## src/rtl/change_logger.sv

```systemverilog
// change_logger: watches a single result bit and logs every change of it as
// a {timestamp, new value} record in a small FIFO for a downstream consumer.
// Records are offered on a valid/ready interface and are presented oldest
// first. A record that arrives while the FIFO is full and nothing is being
// consumed is dropped, and the sticky ovf flag is set.
// Optional feature macro: CHANGE_LOGGER_OVF_CNT_EN adds an 8-bit saturating
// count of dropped records on port ovf_cnt.
module change_logger #(
  parameter int TS_W  = 8,
  parameter int DEPTH = 4
) (
  input  logic                     clk,
  input  logic                     rst,
  input  logic                     z,
  output logic                     out_valid,
  input  logic                     out_ready,
  output logic [TS_W-1:0]          out_ts,
  output logic                     out_val,
  output logic [$clog2(DEPTH):0]   count,
  output logic                     ovf
`ifdef CHANGE_LOGGER_OVF_CNT_EN
  ,
  output logic [7:0]               ovf_cnt
`endif
);

  localparam int AW = $clog2(DEPTH);
  localparam int CW = AW + 1;

  // Architectural state
  logic              z_q_r;
  logic [TS_W-1:0]   ts_r;
  logic [TS_W-1:0]   mem_ts_r  [DEPTH];
  logic              mem_val_r [DEPTH];
  logic [AW-1:0]     wr_ptr_r;
  logic [AW-1:0]     rd_ptr_r;
  logic [CW-1:0]     count_r;
  logic              ovf_r;

  // Registered copies of the head record and the valid flag, so that every
  // output comes straight from a flop.
  logic              valid_r;
  logic [TS_W-1:0]   head_ts_r;
  logic              head_val_r;

  // Next-state / control signals
  logic              event_s;
  logic              full_s;
  logic              pop_s;
  logic              push_s;
  logic              drop_s;
  logic [AW-1:0]     rd_ptr_nxt_s;
  logic [AW-1:0]     wr_ptr_nxt_s;
  logic [CW-1:0]     count_nxt_s;
  logic [TS_W-1:0]   head_ts_nxt_s;
  logic              head_val_nxt_s;

  // Change detection and push/pop/drop decisions for this cycle.
  always_comb begin
    event_s = (z != z_q_r);
    full_s  = (count_r == CW'(DEPTH));
    pop_s   = valid_r & out_ready;
    // A full FIFO still accepts a record when the head leaves in the same cycle.
    push_s  = event_s & (~full_s | pop_s);
    drop_s  = event_s & full_s & ~pop_s;
  end

  // Pointer and occupancy next-state; pointers wrap naturally since DEPTH is a power of two.
  always_comb begin
    if (pop_s) begin
      rd_ptr_nxt_s = rd_ptr_r + AW'(1'b1);
    end else begin
      rd_ptr_nxt_s = rd_ptr_r;
    end

    if (push_s) begin
      wr_ptr_nxt_s = wr_ptr_r + AW'(1'b1);
    end else begin
      wr_ptr_nxt_s = wr_ptr_r;
    end

    case ({push_s, pop_s})
      2'b10:   count_nxt_s = count_r + CW'(1'b1);
      2'b01:   count_nxt_s = count_r - CW'(1'b1);
      default: count_nxt_s = count_r;
    endcase
  end

  // Head record after this edge: the newly pushed record becomes the head
  // when it lands exactly at the next read position (FIFO empty after any
  // pop), otherwise the head is read from storage at the next read pointer.
  always_comb begin
    if (push_s && (wr_ptr_r == rd_ptr_nxt_s)) begin
      head_ts_nxt_s  = ts_r;
      head_val_nxt_s = z;
    end else begin
      head_ts_nxt_s  = mem_ts_r[rd_ptr_nxt_s];
      head_val_nxt_s = mem_val_r[rd_ptr_nxt_s];
    end
  end

  // Control state: sampled z, timestamp counter, pointers, occupancy, flags and head registers.
  always_ff @(posedge clk) begin
    if (rst) begin
      z_q_r      <= 1'b0;
      ts_r       <= '0;
      wr_ptr_r   <= '0;
      rd_ptr_r   <= '0;
      count_r    <= '0;
      ovf_r      <= 1'b0;
      valid_r    <= 1'b0;
      head_ts_r  <= '0;
      head_val_r <= 1'b0;
    end else begin
      z_q_r      <= z;
      ts_r       <= ts_r + TS_W'(1'b1);
      wr_ptr_r   <= wr_ptr_nxt_s;
      rd_ptr_r   <= rd_ptr_nxt_s;
      count_r    <= count_nxt_s;
      valid_r    <= (count_nxt_s != '0);
      head_ts_r  <= head_ts_nxt_s;
      head_val_r <= head_val_nxt_s;
      if (drop_s) begin
        ovf_r <= 1'b1;
      end
    end
  end

  // Record storage; contents need no reset because occupancy gates their use.
  always_ff @(posedge clk) begin
    if (push_s && !rst) begin
      mem_ts_r[wr_ptr_r]  <= ts_r;
      mem_val_r[wr_ptr_r] <= z;
    end
  end

`ifdef CHANGE_LOGGER_OVF_CNT_EN
  logic [7:0] ovf_cnt_r;

  // Saturating count of dropped records.
  always_ff @(posedge clk) begin
    if (rst) begin
      ovf_cnt_r <= 8'd0;
    end else if (drop_s && (ovf_cnt_r != 8'hFF)) begin
      ovf_cnt_r <= ovf_cnt_r + 8'd1;
    end
  end

  assign ovf_cnt = ovf_cnt_r;
`endif

  assign out_valid = valid_r;
  assign out_ts    = head_ts_r;
  assign out_val   = head_val_r;
  assign count     = count_r;
  assign ovf       = ovf_r;

endmodule
```

## config.mk

```make
export PLATFORM = sky130hd
export DESIGN_NAME = change_logger
export DESIGN_NICKNAME = d
export VERILOG_FILES = /design/src/rtl/change_logger.sv
export SDC_FILE = /design/constraint.sdc
export NUM_CORES = 1
export LEC_CHECK = 0
export CORE_ASPECT_RATIO = 1.4
export CORE_UTILIZATION = 53
export DETAILED_ROUTE_END_ITERATION = 6
export GPL_ROUTABILITY_DRIVEN = 1
export PLACE_DENSITY_LB_ADDON = 0.1
export SYNTH_ARGS = -nofsm -noshare
export SYNTH_HDL_FRONTEND = slang
export SYNTH_SLANG_ARGS = --single-unit
export TNS_END_PERCENT = 20
```

## constraint.sdc

```tcl
create_clock -name clk -period 2.48 [get_ports clk]
set_clock_uncertainty 0.2 [all_clocks]
set_input_delay 0.62 -clock clk [delete_from_list [all_inputs] [get_ports clk]]
set_output_delay 0.62 -clock clk [all_outputs]
set_load 0.005 [all_outputs]
```

==> key figures <==
Place
  • Port Buf Inserts: 17
  • Placed cell area: 3390 um2
  • DPL Wire Length: approximately 4400 um
  • Post-Place Cells: 307
  • Setup WS pre-CTS: -628 ps
  • Routability congestion estimate: 0.735

STA
  • Rel. slew slack: 0.788
  • Fin crit share: 0.968
  • Worst-Margin Slew: 317 ps
  • Highest clock rate: 417 MHz
  • Period minus WS final: approximately 2400 ps
  • Fin worst setup slack: 79.9 ps
  • Final Setup Violations: 0
  • Max Slew Vio Count: 0
  • Fin. Hold Viols: 0
  • Setup TNS: 0 ps

Yosys
  • Synth Instances: 207
  • Top cell type's share of synthesized area: 0.365
  • Synth cell count leaders: mux2i_1, edfxtp_1, dfxtp_1, nor2_1, inv_1
  • Syn avg cell area: 14.3 um2
  • Mapped cell area: 2960 um2
  • Synth warn: 0
  • Asr flop ratio synth: 0
  • Sequential fraction of the synthesis area: 0.548
  • Seq cells post-synth: 63
  • Area leader, netlist: edfxtp_1
  • Most numerous cell in the Yosys netlist: mux2i_1
  • EDFF count, synth: 36
  • Synth area leaders: edfxtp_1, dfxtp_1, mux2i_1, mux4_2, a221oi_2
  • Synthesized net count: 218
  • Synth cell types: 34
  • Most used flip-flop cell after synthesis: edfxtp_1

Pwr
  • Pwr/cell area: roughly 950 nW/um2
  • Maximum VDD drop: 0.582 mV
  • Cell leakage power: between 1 and 1.5 nW

Clock tree
  • CTS sink count: 63
  • Postcts setup bufs: 0
  • # H-tree levels: 3
  • CTS buffer count: 9
  • CTS root buffer: clkbuf_8
  • Worst-path clk slew: 60 ps
  • Clock latency reported for the late side of the worst-skew pair: around 330 ps
  • Clock Path Buffers: 2
  • Hold-fix buffers, CTS: 0
  • CTS tree: done

Critical path
  • CP Cell Sequence: buf_2 > xnor2_4 > a31oi_4 > inv_2 > ha_4 > fa_2 > xnor2_2 > or3_4 > a21oi_2 > or3_1
  • CP peak stage delay: 400 ps
  • CP required: roughly 2600 ps
  • Worst-path fanout max: 2
  • Setup CP Type: input pin to flop
  • CP Buf/Inv Count: 2
  • CP arrival: 2480 ps
  • Setup crit end kind: flop
  • Slowest CP cell: fa_2
  • Largest delay share family, worst path: adder cells
  • Startpoint types: input pin

Global route
  • Vias in the first global route: about 2000
  • Congestion Overflow GR: 0
  • First-pass GRT wire length: 10100 um
  • Antenna violations before repair: 0
  • Total GRT Usage: 0.244
  • Pin count of the biggest net entering global routing: 21

Die
  • Die H: roughly 90 um
  • Die Footprint: 5890 um2
  • Core area: 5280 um2
  • I/O Pins: 18
  • Std cell rows: 31
  • Die width: approximately 65 um
  • Initial Util: 0.561

Drt
  • Via count: about 1800
  • Number of DRC markers in iteration 0: 85
  • Vias per inst: 5.58
  • Drt pass-1 iters: 4
  • WL final: 6210 um
  • Detailed-route wire length per cell: 19.2 um
  • # DRC: 0
  • DRT antenna net count: 0

Cells and area
  • Ant diodes: 0
  • Util after Layout: 0.694
  • Final nets: 263
  • Ratio of cells with drive above 1 in the final layout: 0.292
  • Final non-filler cell total: between 300 and 400
  • Fill count: between 300 and 400
  • Layout area overhead: 23.7%
  • Non-Filler Cell Area, Final: 3660 um2

Outcome
  • Status: complete, no violations

Flow run
  • Max Cap Viol: 0

Worst hold path
  • HP Class: flop to flop
[logic make-up (layout without fill, tap and decap cells)]
family                   after synthesis  count (layout)  share of synthesized area
flip-flops                            63              63                      0.548
multiplexers                          47              47                      0.197
AND/OR/NAND/NOR                       34              34                     0.0584
buffers and inverters                 24              74                     0.0516
AO/OA/AOI/OAI                         20              20                     0.0770
XOR/XNOR                              12              12                     0.0355
adder cells (fa/ha/maj)                7               7                     0.0321
[worst reg2reg max path, delay by kind of cell (launching register included)]
family / cells / cell delay, ps
XOR/XNOR: 2 / 270
AND/OR/NAND/NOR: 2 / 480
buffers and inverters: 1 / 70
adder cells (fa/ha/maj): 2 / 570
flip-flops: 1 / 410
AO/OA/AOI/OAI: 2 / 320
[power by group]
group / leakage, nW / internal, mW / switching [mW]
Sequential: 0.557 / 1.23 / 0.0860
Clock: 0.124 / 0.691 / 0.377
Combinational: 0.791 / 0.598 / 0.494
[layout by cell type, fill, tap and decap left out, drive strengths merged, types with 6 or more instances in the layout]
master         Yosys  final
xnor2              9      9
mux2i             38     38
nor2              15     15
ha                 6      6
edfxtp            36     36
inv               14     14
dfxtp             27     27
mux4               9      9
clkbuf             3     11
buf                7     28
clkdlybuf4s50      0     15
a221oi             9      9
[path summary, 6_finish.rpt]
kind              slack (ps)              to  cells past startpoint    start
setup / recovery          80       out_valid                     10        z
setup reg to reg         110       out_valid                      9    z_q_r
hold reg to reg          320  mem_ts_r[2][7]                      0  ts_r[7]
hold / removal           320  mem_ts_r[2][7]                      0  ts_r[7]
[metrics by stage]
| step | total power, mW | hold WS, ps |
|---|---|---|
| floorplan | 2.01 | 260 |
| global placement | 2.36 | 270 |
| detailed placement | 2.41 | 302 |
| CTS | 3.49 | 315 |
| global route | 3.64 | 345 |
| finish | 3.48 | 318 |
[metal layers]
layer / vias to the layer above / track usage / wire length, um
met4: 0 / 0.0870 / 72
met5: - / 0 / 0
li1: 862 / - / -
met1: 905 / 0.262 / 2400
met3: 7 / 0.0505 / 151
met2: 29 / 0.456 / 3590
[sequential cells by signal, indices dropped and copies added (netlist names)]
signal and flops:
rd_ptr_r 2, mem_val_r 4, out_val 1, ts_r 8
out_ts 8, ovf 1, count 3, out_valid 1
z_q_r 1, mem_ts_r 32, wr_ptr_r 2
[cell type report]
cell class,instances,area (um2),share of cell area
clock buffer,10,138,0.0376
clock inverter,6,108,0.0294
inverter,14,52.6,0.0144
multi-input combinational,120,1240,0.340
sequential,63,1620,0.444
tap,66,82.6,0.0226
timing repair buffer,44,413,0.113
[repair_timing]
| action | in CTS | in global routing |
|---|---|---|
| pin swaps | 1 | 5 |
| cloned | 0 | 0 |
| endpoints found under the setup margin | 11 | 1 |
| resized for setup | 8 | 6 |
(Power assumes the default switching activity.)
